==> config.mk <==
export PLATFORM = sky130hd
export DESIGN_NAME = seven_seg_scan
export DESIGN_NICKNAME = d
export VERILOG_FILES = /design/src/rtl/seven_seg_scan.sv
export SDC_FILE = /design/constraint.sdc
export NUM_CORES = 1
export LEC_CHECK = 0
export ABC_AREA = 0
export CORE_AREA = 4 4 82 84
export CTS_CLUSTER_DIAMETER = 150
export CTS_CLUSTER_SIZE = 25
export DETAILED_ROUTE_END_ITERATION = 6
export DIE_AREA = 0 0 86 88
export PLACE_DENSITY_LB_ADDON = 0.08
export SYNTH_ARGS = -nofsm -noshare
export SYNTH_HDL_FRONTEND = slang
export SYNTH_SLANG_ARGS = --single-unit
==> constraint.sdc <==
create_clock -name clk -period 4.2 [get_ports clk]
set_input_delay 0.84 -clock clk [delete_from_list [all_inputs] [get_ports clk]]
set_output_delay 0.84 -clock clk [all_outputs]
set_load 0.005 [all_outputs]
==> src/rtl/seven_seg_scan.sv <==
// Time-multiplexed driver for a 4-digit common-anode seven-segment display.
// Snapshots a 32-bit segment word once per frame and scans it out with a per-slot anode guard.
module seven_seg_scan #(
    parameter int DIGIT_CYCLES = 100000,
    parameter int GUARD_CYCLES = 1000,
    parameter int BLINK_FRAMES = 125
) (
    input  logic        clk,
    input  logic        rst,
    input  logic [31:0] seg_word,
    input  logic        blink_en,
    output logic [3:0]  an,
    output logic [6:0]  seg,
    output logic        dp,
    output logic        frame_tick
);

    localparam int CW = (DIGIT_CYCLES > 1) ? $clog2(DIGIT_CYCLES) : 1;
    localparam int BW = (BLINK_FRAMES > 1) ? $clog2(BLINK_FRAMES) : 1;
    localparam logic [CW-1:0] CNT_LAST  = CW'(DIGIT_CYCLES - 1);
    localparam logic [CW-1:0] GUARD_END = CW'(GUARD_CYCLES);
    localparam logic [BW-1:0] BCNT_LAST = BW'(BLINK_FRAMES - 1);

    typedef enum logic {
        PH_GUARD,
        PH_ON
    } phase_t;

    logic [CW-1:0] cnt;
    logic [1:0]    dig;
    logic [31:0]   frame;
    logic [BW-1:0] bcnt;
    logic          bphase;
    logic          snap;
    logic [7:0]    cur;
    phase_t        phase;
    logic [3:0]    an_next;
    logic [6:0]    seg_next;
    logic          dp_next;

    assign snap = (dig == 2'd3) && (cnt == CNT_LAST);

    always_comb begin
        cur      = frame[{dig, 3'b000} +: 8];
        phase    = PH_ON;
        an_next  = '1;
        seg_next = '1;
        dp_next  = 1'b1;
        // Blink blanking reuses the guard outputs so anodes never overlap on a transition.
        if ((cnt < GUARD_END) || (blink_en && bphase)) begin
            phase = PH_GUARD;
        end
        if (phase == PH_ON) begin
            an_next  = ~(4'b0001 << dig);
            seg_next = ~cur[6:0];
            dp_next  = ~cur[7];
        end
    end

    always_ff @(posedge clk or posedge rst) begin
        if (rst) begin
            cnt        <= '0;
            dig        <= '0;
            frame      <= '0;
            bcnt       <= '0;
            bphase     <= 1'b0;
            an         <= '1;
            seg        <= '1;
            dp         <= 1'b1;
            frame_tick <= 1'b0;
        end else begin
            if (cnt == CNT_LAST) begin
                cnt <= '0;
                dig <= dig + 2'd1;
            end else begin
                cnt <= cnt + 1'b1;
            end

            frame_tick <= snap;
            if (snap) begin
                frame <= seg_word;
                if (bcnt == BCNT_LAST) begin
                    bcnt   <= '0;
                    bphase <= ~bphase;
                end else begin
                    bcnt <= bcnt + 1'b1;
                end
            end

            an  <= an_next;
            seg <= seg_next;
            dp  <= dp_next;
        end
    end

endmodule

==> metrics.log, run 1 <==
[metrics] Syn Std Cell Area: about 3200 um^2
[metrics] critical path capture point: frame[27]
[metrics] pwr dens: 354 nW/um^2
[metrics] result of the run: complete, no violations
[metrics] final net count: approximately 340
[metrics] Period minus WS final: 2330 ps
[metrics] top cell type by total area after synthesis: dfrtp_1
[metrics] pin count of the biggest net entering global routing: between 40 and 50
[metrics] level count of the clock H-tree: 3
[metrics] Post-CTS Setup Repair Bufs: 0
[metrics] max frequency: approximately 430 MHz
[metrics] final number of setup-violating endpoints: 0
[metrics] post-route worst hold slack: roughly 480 ps
[metrics] sequence of cells on the critical path: ha_1, and2_4, mux2_2
[metrics] Final Max Slew Viols: 0
[metrics] Worst Setup Start Kind: register
[metrics] Initial DRT Pass Iterations: 4
[metrics] number of antenna violations at the first check in global routing: 0
[metrics] synthesized netlist net count: between 200 and 300
[metrics] kind of cell adding the most delay to the critical path: flip-flops
[metrics] final wirelength: 5990 um
[metrics] Hold Crit Class: register to register
[metrics] clock-pin slew of the registers on the worst-case setup and hold paths: roughly 70 ps
[metrics] DR WL met2: just under 3000 um
[metrics] worst-path maximum fanout: 39
[metrics] worst path bufs/invs: 0
[metrics] Post-DP HPWL: about 3900 um
[metrics] share of synthesized flip-flops with an asynchronous set or reset: 100%
[metrics] floorplan core area: just under 6000 um^2
[metrics] Leakage Power: approximately 1.8 nW
[metrics] synthesized area per cell: 13.0 um^2
[metrics] horizontal die dimension: roughly 86 um
[metrics] mean routed wirelength per cell: between 15 and 20 um
[metrics] overall global routing resource usage: about 17%
[metrics] slowest CP cell: dfrtp_1
[metrics] Sum Neg Setup Slack: 0 ps
[metrics] Top Layer Used: met4
[metrics] synthesized instance count: approximately 250
[metrics] DRC violations left: 0
[metrics] reg-to-reg critical path endpoint: frame[27]
[metrics] Skew-Pair Late Insertion Delay: around 350 ps
[metrics] CTS tree: built
[metrics] clk sinks: 72
[metrics] share of cells above drive strength 1: 24.3%
[metrics] setup slack, reg-to-reg: 1870 ps
[metrics] r2r startpoint: dig[0]
[metrics] placed cells: between 300 and 400
[metrics] final worst clock skew: ~17 ps
[metrics] metal1 wirelength: between 2000 and 3000 um
[metrics] required arrival time at the worst endpoint: about 4400 ps
[metrics] max-cap viol count: 0
[metrics] instance count on the critical path: 3
[metrics] Port Buffers: 47
[metrics] slack of the critical path: about 1900 ps
[metrics] Unique masters post-synth: 36
[metrics] register area share after synthesis: a little under three fifths
[metrics] synth top area cells: dfrtp_1, mux2_2, dfstp_2
[metrics] length in cells of the worst reg-to-reg path: 3
[metrics] clock buffer depth: 2
[metrics] final RePlAce weighted congestion: slightly above 0.8
[metrics] cell at the root of the clock tree: clkbuf_8
[metrics] area of the die: roughly 7600 um^2
[metrics] initial core utilization: 53.9%
[metrics] most used flip-flop cell after synthesis: dfrtp_1
[metrics] endpoints failing hold: 0
[metrics] number of synthesized flops with an enable pin: 0
[metrics] Period Utilization, post-route: ~55%
[metrics] unrepaired setup endpoints after global routing: false
[metrics] global-route wire length before repair: approximately 10000 um
[metrics] Worst EP arrival: between 2000 and 3000 ps
[metrics] count of yosys warnings during synthesis: 0
[metrics] # hold bufs at CTS: 0
[metrics] area fraction of the dominant cell type after synthesis: 47.0%
[metrics] DRC marker count from the first detailed-route iteration: 91
[metrics] final global-route overflow total: 0
[metrics] io pins: 48
[metrics] met3 wire length: roughly 260 um
[metrics] normalized max-slew margin: between 50% and 60%
[metrics] number of inserted diodes: 0
[metrics] Final Non-Filler Cells: around 380
[metrics] Max stage delay on crit path: roughly 750 ps
[metrics] total power consumption of the routed design: about 1.4 mW
[metrics] vias in the first global route: slightly above 2k
[metrics] number of buffers inserted during clock tree synthesis: 9
[metrics] Worst Path Class, Setup: register to register
[metrics] DR vias: 2052
[metrics] start point of the critical path: dig[0]
[metrics] site row count: 28
[metrics] slew at the pin with the worst max-slew slack: approximately 630 ps
[metrics] DR vias/cell: 5.46
[metrics] critical path capture point type: register
[metrics] setup slack at placement: between 1500 and 2000 ps
[metrics] synth-to-layout area growth: 23.8%
[metrics] height of the die: ~88 um
[metrics] Resized cells post-CTS: 0
[metrics] number of flip-flops and latches in the synthesized netlist: 72
[metrics] post-route antenna net violation count: 0
[metrics] worst-case vdd ir drop: around 0.22 mV
state kept, by name, indices dropped and copies added, names as in the netlist:
| register | flops |
|---|---|
| frame | 32 |
| bcnt | 7 |
| cnt | 17 |
| dp | 1 |
| bphase | 1 |
| seg | 7 |
| an | 4 |
| dig | 2 |
| frame_tick | 1 |
cell usage after synthesis, drive strengths merged (2+ instances only):
| cell type | n |
|---|---|
| dfrtp | 60 |
| mux2 | 33 |
| nand2 | 24 |
| dfstp | 12 |
| nor2 | 11 |
| nand3 | 10 |
| xnor2 | 9 |
| mux4 | 8 |
| buf | 7 |
| ha | 7 |
| inv | 7 |
| a31oi | 6 |
| o21ai | 6 |
| nor3 | 5 |
| a21oi | 4 |
| clkbuf | 4 |
| nand4 | 4 |
| or3 | 4 |
| xor2 | 4 |
| and3 | 3 |
| and4 | 3 |
| nor2b | 2 |
| nor4 | 2 |
| nor4bb | 2 |
| o211ai | 2 |
per-layer routing:
layer | global-route usage (%) | up-vias
met2 | 27.3 | 46
met5 | 0 | -
met1 | 22.8 | 1019
met4 | 9.93 | 0
li1 | - | 976
met3 | 3.76 | 11
where the power goes:
| part | switching, mW | internal [mW] |
|---|---|---|
| clock network | 0.249 | 0.411 |
| registers | 0 | 0.694 |
| logic | 0.0176 | 0.0282 |
| total | 0.266 | 1.13 |
stage by stage:
step	utilization, %	cell area (um^2)
floorplan	-	3190
global placement	62.6	3710
detailed placement	62.6	3710
CTS	66.8	3950
global route	66.8	3950
finish	66.8	3950
layout by cell type (no fill, tap or decap), types with 2 or more instances in the layout:
cell type,Yosys,layout
and3_1,3,3
clkdlybuf4s50_1,0,47
and4_1,3,3
nand3_1,10,10
nand2_1,24,24
nor2b_1,2,2
mux2_2,30,30
buf_4,2,3
dfstp_2,12,12
nand4_1,4,4
xor2_1,4,4
ha_1,7,7
dfrtp_1,60,60
or3_1,4,4
xnor2_1,9,9
a21oi_1,4,4
nor4_1,2,2
mux2_4,3,3
nor2_1,11,11
o21ai_0,6,6
nor4bb_1,2,2
mux4_2,8,8
inv_1,7,6
clkbuf_8,0,10
a31oi_1,6,6
o211ai_1,2,2
nor3_1,5,5
bufinv_16,0,3
worst min-delay path by stage:
stage,from,to,cells after the start,slack [ps]
6_report,bcnt[5],bcnt[5],1,480
3_3_place_gp,bcnt[5],bcnt[5],1,470
5_1_grt,cnt[0],cnt[0],1,510
4_1_cts,bcnt[5],bcnt[5],1,480
2_1_floorplan,bphase,bphase,1,450
3_5_place_dp,bcnt[5],bcnt[5],1,470
kinds of logic (layout without fill, tap and decap cells):
| logic type | after synthesis | count (layout) | share of synthesized area [%] |
|---|---|---|---|
| adder cells (fa/ha/maj) | 7 | 7 | 2.74 |
| flip-flops | 72 | 72 | 56.9 |
| AND/OR/NAND/NOR | 72 | 72 | 11.4 |
| XOR/XNOR | 13 | 13 | 3.57 |
| multiplexers | 42 | 42 | 17.9 |
| AO/OA/AOI/OAI | 22 | 22 | 4.35 |
| buffers and inverters | 18 | 73 | 3.06 |
cell type report:
cell class | instances | area [um^2]
fill | 454 | 1970
timing repair buffer | 50 | 493
sequential | 72 | 1820
inverter | 7 | 26.3
multi-input combinational | 156 | 1280
clock buffer | 11 | 141
clock inverter | 5 | 104
tap | 75 | 93.8
(Power assumes the default switching activity.)
==> run 2, diff against run 1 <==
==> constraint.sdc (replaced) <==
create_clock -name clk -period 2.21 [get_ports clk]
set_input_delay 0.442 -clock clk [delete_from_list [all_inputs] [get_ports clk]]
set_output_delay 0.442 -clock clk [all_outputs]
set_load 0.005 [all_outputs]
==> metrics.log, run 2 (synthesized netlist as in run 1, its figures left out) <==
[metrics] result of the run: complete, no violations
[metrics] final RePlAce weighted congestion: 0.783 (-3.3%)
[metrics] cell at the root of the clock tree: clkbuf_8
[metrics] worst-path maximum fanout: 22 (-44%)
[metrics] Hold Crit Class: register to register
[metrics] Worst EP arrival: 2110 ps (-440 ps)
[metrics] total power consumption of the routed design: 2.70 mW (+93%)
[metrics] vias in the first global route: 2076 (+1.6%)
[metrics] unrepaired setup endpoints after global routing: false
[metrics] DR vias/cell: 5.42 (-0.69%)
[metrics] Post-CTS Setup Repair Bufs: 0 (unchanged)
[metrics] final net count: 343 (+1.5%)
[metrics] endpoints failing hold: 0 (unchanged)
[metrics] final global-route overflow total: 0 (unchanged)
[metrics] worst path bufs/invs: 1 (+1)
[metrics] Leakage Power: 1.80 nW (+2.0%)
[metrics] synth-to-layout area growth: 26.6%
[metrics] DRC marker count from the first detailed-route iteration: 95 (+4.4%)
[metrics] final wirelength: 5830 um (-2.7%)
[metrics] Most flops, register: frame
[metrics] site row count: 28 (unchanged)
[metrics] normalized max-slew margin: 75.6% (+18 points)
[metrics] critical path capture point type: register
[metrics] slew at the pin with the worst max-slew slack: 366 ps (-268 ps)
[metrics] clock buffer depth: 2 (unchanged)
[metrics] Resized cells post-CTS: 0 (unchanged)
[metrics] floorplan core area: 5920 um^2 (unchanged)
[metrics] kind of cell adding the most delay to the critical path: simple AND/OR/NAND/NOR gates
[metrics] io pins: 48 (unchanged)
[metrics] share of cells above drive strength 1: 25.8% (+1.6 points)
[metrics] DR vias: 2065 (+0.63%)
[metrics] number of buffers inserted during clock tree synthesis: 9 (unchanged)
[metrics] Worst Setup Start Kind: register
[metrics] slowest CP cell: dfrtp_1
[metrics] Skew-Pair Late Insertion Delay: 340 ps (about the same)
[metrics] Period Utilization, post-route: 85.4% (+30 points)
[metrics] DRC violations left: 0 (unchanged)
[metrics] Max stage delay on crit path: 420 ps (-330 ps)
[metrics] largest registers: frame x32, cnt x17
[metrics] max-cap viol count: 0 (unchanged)
[metrics] post-route antenna net violation count: 0 (unchanged)
[metrics] max frequency: 530 MHz (+24%)
[metrics] Port Buffers: 47 (unchanged)
[metrics] # hold bufs at CTS: 0 (unchanged)
[metrics] CTS tree: built
[metrics] Post-DP HPWL: 3960 um (+0.23%)
[metrics] area of the die: 7570 um^2 (unchanged)
[metrics] commonest cells after routing, fill and taps aside: dfrtp_1, clkdlybuf4s50_1, mux2_2
[metrics] sequence of cells on the critical path: nor4_1, and4_1, and2_4, buf_12, mux2_2
[metrics] Worst Path Class, Setup: register to register
[metrics] level count of the clock H-tree: 3 (unchanged)
[metrics] clk sinks: 72 (unchanged)
[metrics] height of the die: 88 um (unchanged)
[metrics] Final Max Slew Viols: 0 (unchanged)
[metrics] pwr dens: 667 nW/um^2 (+88%)
[metrics] most common cell after layout, fill and taps aside: dfrtp_1
[metrics] final number of setup-violating endpoints: 0 (unchanged)
[metrics] horizontal die dimension: 86 um (unchanged)
[metrics] initial core utilization: 53.9% (unchanged)
[metrics] overall global routing resource usage: 17.1% (-0.38 points)
[metrics] required arrival time at the worst endpoint: 2430 ps (-1990 ps)
[metrics] mean routed wirelength per cell: 15.3 um (-3.9%)
[metrics] pin count of the biggest net entering global routing: 73 (+49%)
[metrics] final worst clock skew: 6.64 ps (-10.3 ps)
[metrics] Post-DP Area: 3790 um^2 (+2.1%)
[metrics] Initial DRT Pass Iterations: 4 (unchanged)
[metrics] global-route wire length before repair: 9870 um (-1.1%)
[metrics] Period minus WS final: 1890 ps (-443 ps)
[metrics] final instance area: 4040 um^2 (+2.2%)
[metrics] number of flip-flops under the largest register name: 32 (unchanged)
[metrics] clock-pin slew of the registers on the worst-case setup and hold paths: 70 ps (about the same)
[metrics] number of inserted diodes: 0 (unchanged)
[metrics] Sum Neg Setup Slack: 0 ps (unchanged)
[metrics] worst-case vdd ir drop: 0.433 mV (+96%)
[metrics] number of antenna violations at the first check in global routing: 0 (unchanged)
[run 2: stage by stage]
stage                     hold WS [ps]  util (%)  instances  setup slack [ps]
after CTS                          478      68.3        381               311
after global routing               500      68.3        381               200
after detailed placement           465      64.0        365               325
final                              472      68.3        381               324
after global placement             461      64.0        365               336
after floorplan                    446         -        246               302
[run 2: worst register-to-register path, cell delays in order, from the launching register on]
cell and delay, ps:
dfrtp_1 420, nor4_1 370, and4_1 280, and2_4 190
buf_12 170, mux2_2 350
[run 2: final timing paths]
kind | start | to | slack, ps | cells past startpoint
worst max-delay path | cnt[13] | frame[9] | 320 | 5
worst min-delay path | bphase | bphase | 470 | 1
min in group asynchronous | rst | bcnt[4] | 550 | 3
worst min register to register | bphase | bphase | 470 | 1
max in group asynchronous | rst | seg[4] | 1330 | 3
worst max register to register | cnt[13] | frame[9] | 320 | 5
[run 2: where the power goes]
part	internal, mW	switching (mW)	total (mW)
Sequential	1.32	0	1.32
Combinational	0.0564	0.0334	0.0899
Clock	0.810	0.478	1.29
[run 2: routing by layer]
layer,GRT usage [%],part of all wire [%],vias to the layer above
li1,-,-,987
met4,8.92,2.0,0
met1,22.9,46,1023
met3,3.76,4.4,10
met5,0,0,-
met2,26.2,47,45
[run 2: layout make-up]
cell class	count	area (um^2)
fillers	459	1880
flip-flops and latches	72	1820
multi-input cells	156	1280
repair buffers	55	568
clock buffers	11	151
clock inverters	5	103
well taps	75	93.8
inverters	7	30.0
==> RTL change 1 (settings of run 2) <==
Register the inputs `seg_word` and `blink_en` before use, without a reset. The logic sees them one clock later.
--- a/src/rtl/seven_seg_scan.sv
+++ b/src/rtl/seven_seg_scan.sv
@@ -28,2 +28,10 @@
 
+    logic [31:0] seg_word_q;
+    logic blink_en_q;
+
+    always_ff @(posedge clk) begin
+        seg_word_q <= seg_word;
+        blink_en_q <= blink_en;
+    end
+
     logic [CW-1:0] cnt;
@@ -49,3 +57,3 @@
         // Blink blanking reuses the guard outputs so anodes never overlap on a transition.
-        if ((cnt < GUARD_END) || (blink_en && bphase)) begin
+        if ((cnt < GUARD_END) || (blink_en_q && bphase)) begin
             phase = PH_GUARD;
@@ -80,3 +88,3 @@
             if (snap) begin
-                frame <= seg_word;
+                frame <= seg_word_q;
                 if (bcnt == BCNT_LAST) begin
Check against the original RTL: no difference found for any inputs over 10 cycles, from zero or initial values and one cycle with rst high; that may be too few to reach the edited logic, so the function may still have changed.
==> RTL change 1 against run 2 <==
  * Global-route usage up 4.8 points
  * First-iteration DRC count rose by 22%
  * Largest cell class unchanged
  * Setup slack worse by 0.068 ns
  * Routed wire length grew 28%
  * Count of clock-buffer cells in the layout unchanged
  * Clock skew rose by 0.0035 ns
  * Sequential cell count rose by 33
  * Power grew 25%
  * Final area up 19%
  * Synthesized area increased by 25%
  * Largest power group unchanged
  * Synthesized cell count increased by 12%
  * Core utilization is 13 points higher
==> RTL change 1: results (changes against run 2) <==
| Metric | Value |
|---|---|
| Type of the most critical hold path | `input port to async pin` |
| Vias per std cell | `5.645 (+4.1%)` |
| DRC violation total after the first TritonRoute iteration | `116 (+22%)` |
| Maximum number of pins on one net before global-route repair | `28 (-62%)` |
| Setup skew after layout | `0.01018 ns (+0.003545 ns)` |
| Status | `completed` |
| Top post-synthesis cells by area | `dfrtp_1 38%, dfxtp_1 17%, mux2_4 11%` |
| Sequential cell area | `2477 sq um (+36%)` |
| Post-DR wirelength/cell | `18.15 microns (+19%)` |
| Sum of net half-perimeters after detailed placement | `4833 microns (+22%)` |
| Global-route wire length before repair | `12460 microns (+26%)` |
| N_diodes | `0 (unchanged)` |
| Xor/xnor cell area share of the yosys netlist | `0.02856 (-0.007096)` |
| Non-clock buffer share | `0.1196 (-0.02098)` |
| Mapped Nets | `317 (+10%)` |
| Post-synth ARST share | `0.6857 (-0.3143)` |
| Post-placement setup slack | `0.2961 ns (-0.02884 ns)` |
| Worst-Skew Late Latency | `0.37 ns (+0.03 ns)` |
| Clock-pin slew of the registers on the worst-case setup and hold paths | `0.10 ns (+0.03 ns)` |
| Layout cells sized above 1 | `0.2470 (-0.01115)` |
| Number of distinct standard cells referenced by the synthesized netlist | `43 (+19%)` |
| Gpl congestion | `0.8504 (+8.6%)` |
| Maximum fanout count along the critical path | `5 (-77%)` |
| Post-synthesis sequential area ratio | `0.6215 (+0.05250)` |
| Number of fillers in the final layout | `333 (-27%)` |
| Num Clock Sinks | `105 (+46%)` |
| Ys flop type | `dfrtp_1` |
| Overall Global Routing Usage | `0.2195 (+0.04843)` |
| Cells after synthesis | `275 (+12%)` |
| Arrival time of the worst setup path | `2.22 ns (+0.11 ns)` |
| Largest vdd supply drop | `614.6 uV (+42%)` |
| Post-layout nets | `373 (+8.7%)` |
| Area fraction of clock buffers and clock inverters | `0.04731 (-0.01554)` |
| Logic depth of the worst register-to-register path | `6 (+1)` |
| Multiplexer share of the synthesized area | `0.1670 (-0.01249)` |
| Largest registers | `frame x32, seg_word_q x32, cnt x17` |
==> RTL change 1: power by group <==
group / switching (mW) / total, mW / internal, mW
registers: 0.0111 / 1.96 / 1.94
logic: 0.0344 / 0.0948 / 0.0604
clock network: 0.668 / 1.31 / 0.641
total: 0.714 / 3.36 / 2.65
==> RTL change 1: per-layer routing <==
| layer | track usage | vias up | wire, microns |
|---|---|---|---|
| li1 | - | 1085 | - |
| met1 | 0.2869 | 1152 | 3289 |
| met2 | 0.3595 | 72 | 3685 |
| met3 | 0.06397 | 11 | 409 |
| met4 | 0.06475 | 0 | 74 |
| met5 | 0 | - | 0 |
==> RTL change 1: through the flow <==
step | area, sq um | instances | hold WS (ns)
after floorplan | 3990 | 275 | 0.4399
after global placement | 4586 | 395 | 0.4435
after detailed placement | 4586 | 395 | 0.4470
after CTS | 4813 | 411 | 0.4538
after global routing | 4813 | 411 | 0.4672
final | 4813 | 411 | 0.4549
==> RTL change 1: logic make-up (layout without fill, tap and decap cells) <==
kind of cell / Yosys count / after routing
xor gates and xnor gates: 13 / 13
buffers and inverters: 18 / 79
adders and majority gates: 7 / 7
and+or+nand+nor: 68 / 68
DFF: 105 / 105
AOI/OAI and AO/OA: 22 / 22
muxes: 42 / 42
==> RTL change 1: worst paths after layout <==
check / start / endpoint / slack, ns
setup / recovery: cnt[0]$_DFF_PP0_ / bcnt[5]$_DFFE_PP0P_ / 0.26
hold / removal: rst / frame[14]$_DFFE_PP0P_ / 0.45
setup reg to reg: cnt[0]$_DFF_PP0_ / bcnt[5]$_DFFE_PP0P_ / 0.26
hold reg to reg: seg_word_q[23]$_DFF_P_ / frame[23]$_DFFE_PP0P_ / 0.46
max in group asynchronous: rst / seg[4]$_DFF_PP1_ / 1.19
min in group clk: seg_word_q[23]$_DFF_P_ / frame[23]$_DFFE_PP0P_ / 0.46
==> RTL change 2 (flow settings as in run 2) <==
Without the edit above. The parameter `BLINK_FRAMES` goes from 125 to 250.
--- a/src/rtl/seven_seg_scan.sv
+++ b/src/rtl/seven_seg_scan.sv
@@ -5,3 +5,3 @@
     parameter int GUARD_CYCLES = 1000,
-    parameter int BLINK_FRAMES = 125
+    parameter int BLINK_FRAMES = 250
 ) (
Formal check against the unedited RTL: no difference found for any inputs over 10 cycles, from zero or initial values and one cycle with rst high; that may be too few to reach the edited logic, so the function may still have changed.
==> RTL change 2 against run 2 <==
  * Synthesized cell count rose by 5.7%
  * Sequential cell count rose by 1
  * Final area rose by 8.1%
  * Largest power group unchanged
  * Critical endpoint is now frame[29]$_DFFE_PP0P_
  * Routed wire length rose by 16%
  * Synthesized area rose by 9.8%
  * Setup slack got worse by 0.17 ns
  * Critical path type unchanged
  * Maximum frequency fell by 8.3%
  * Power rose by 0.90%
==> RTL change 2: results (changes against run 2) <==
| Metric | Value |
|---|---|
| Non-clock buffer share | `0.1409 (+0.0003362)` |
| Setup skew after layout | `0.008731 ns (+0.002093 ns)` |
| Status | `completed` |
| Total via count in the routed design | `2206 (+6.8%)` |
| Non-clock buffer instance count of the final layout | `63 (+15%)` |
| Multiplexer share of the synthesized area | `0.1881 (+0.008613)` |
| Worst reg2reg endpoint | `frame[29]$_DFFE_PP0P_` |
| Post-placement cell count | `388 (+6.3%)` |
| Non-clock inverter instance count of the final layout | `12 (+5)` |
| Placed Instance Area | `4114 sq um (+8.6%)` |
| Post-synthesis sequential area ratio | `0.5253 (-0.04363)` |
| Standby leakage power | `1.873 nW (+3.9%)` |
| Last element of the critical path | `frame[29]$_DFFE_PP0P_` |
| DRC violation total after the first TritonRoute iteration | `94 (-1.1%)` |
| Switching power share of the total | `0.1994 (+0.009503)` |
| Global-route wire length before repair | `11160 microns (+13%)` |
| Number of synthesized register bits | `73 (+1.4%)` |
| Arrival time of the worst setup path | `2.29 ns (+0.18 ns)` |
| Worst hold slack | `0.4799 ns (+0.007650 ns)` |
| Maximum fanout count along the critical path | `14 (-36%)` |
| Sequential fraction of total cell area | `0.4215 (-0.02800)` |
| Compound-gate portion of the synthesized area | `0.05425 (+0.01075)` |
| Crit share post-route | `0.9304 (+0.07678)` |
| Number of clock buffers in the layout | `10 (-1)` |
| Cell types with the highest counts after synthesis | `61 x dfrtp_1, 29 x mux2_4, 19 x nand2_1` |
| Arithmetic-cell share of the synthesized area counting full adders, half adders and majority gates | `0.02498 (-0.002447)` |
| Top post-synthesis cells by area | `dfrtp_1 44%, mux2_4 12%, dfstp_2 9.0%` |
| Number of global-route vias before repair | `2262 (+9.0%)` |
| Gpl congestion | `0.8021 (+2.5%)` |
| Number of fillers in the final layout | `413 (-10%)` |
| Setup crit start | `cnt[11]$_DFF_PP0_` |
| Post-DR wirelength/cell | `16.75 microns (+9.5%)` |
| Xor/xnor cell area share of the yosys netlist | `0.03747 (+0.001815)` |
| Number of distinct standard cells referenced by the synthesized netlist | `48 (+33%)` |
| Worst path max stage delay | `0.58 ns (+0.16 ns)` |
| Multi-input combinational area share | `0.3474 (+0.03096)` |
| Flop-to-flop setup slack | `0.15 ns (-0.17 ns)` |
| Vias per std cell | `5.460 (+0.75%)` |
| Overall Global Routing Usage | `0.1943 (+0.02321)` |
| Area used by multi-input combinational logic | `1518 sq um (+19%)` |
| Post-placement setup slack | `0.1191 ns (-0.2059 ns)` |
| Mapped Nets | `302 (+4.9%)` |
| Area fraction of clock buffers and clock inverters | `0.05756 (-0.005288)` |
-- RTL change 2: cell types whose count changed after synthesis, moves of 5 or more --
cell            run 2  this run
a31oi_1             6         0
inv_1               7        12
mux2_2             30         3
mux2_4              3        29
nand2_1            24        19
o31ai_1             0         9
-- RTL change 2: metal layers --
metal | vias to the layer above | global-route usage | share of wire
li1 | 1066 | - | -
met1 | 1089 | 0.2633 | 0.47
met2 | 43 | 0.3076 | 0.48
met3 | 8 | 0.04610 | 0.038
met4 | 0 | 0.07050 | 0.013
met5 | - | 0 | 0
-- RTL change 2: power groups by stage --
stage                     Combinational, mW  Sequential [mW]  Clock [mW]
after floorplan                      0.0209             1.36           0
after detailed placement             0.0959             1.36           0
after global placement               0.0949             1.36           0
final                                0.0944             1.34        1.29
after global routing                  0.103             1.34        1.38
after CTS                            0.0973             1.34        1.32
-- RTL change 2: repair_timing --
item / CTS / global route
hold buffers: 0 / 0
resized for setup: 0 / 1
buffers inserted: 0 / 0
endpoints found under the setup margin: 0 / 1
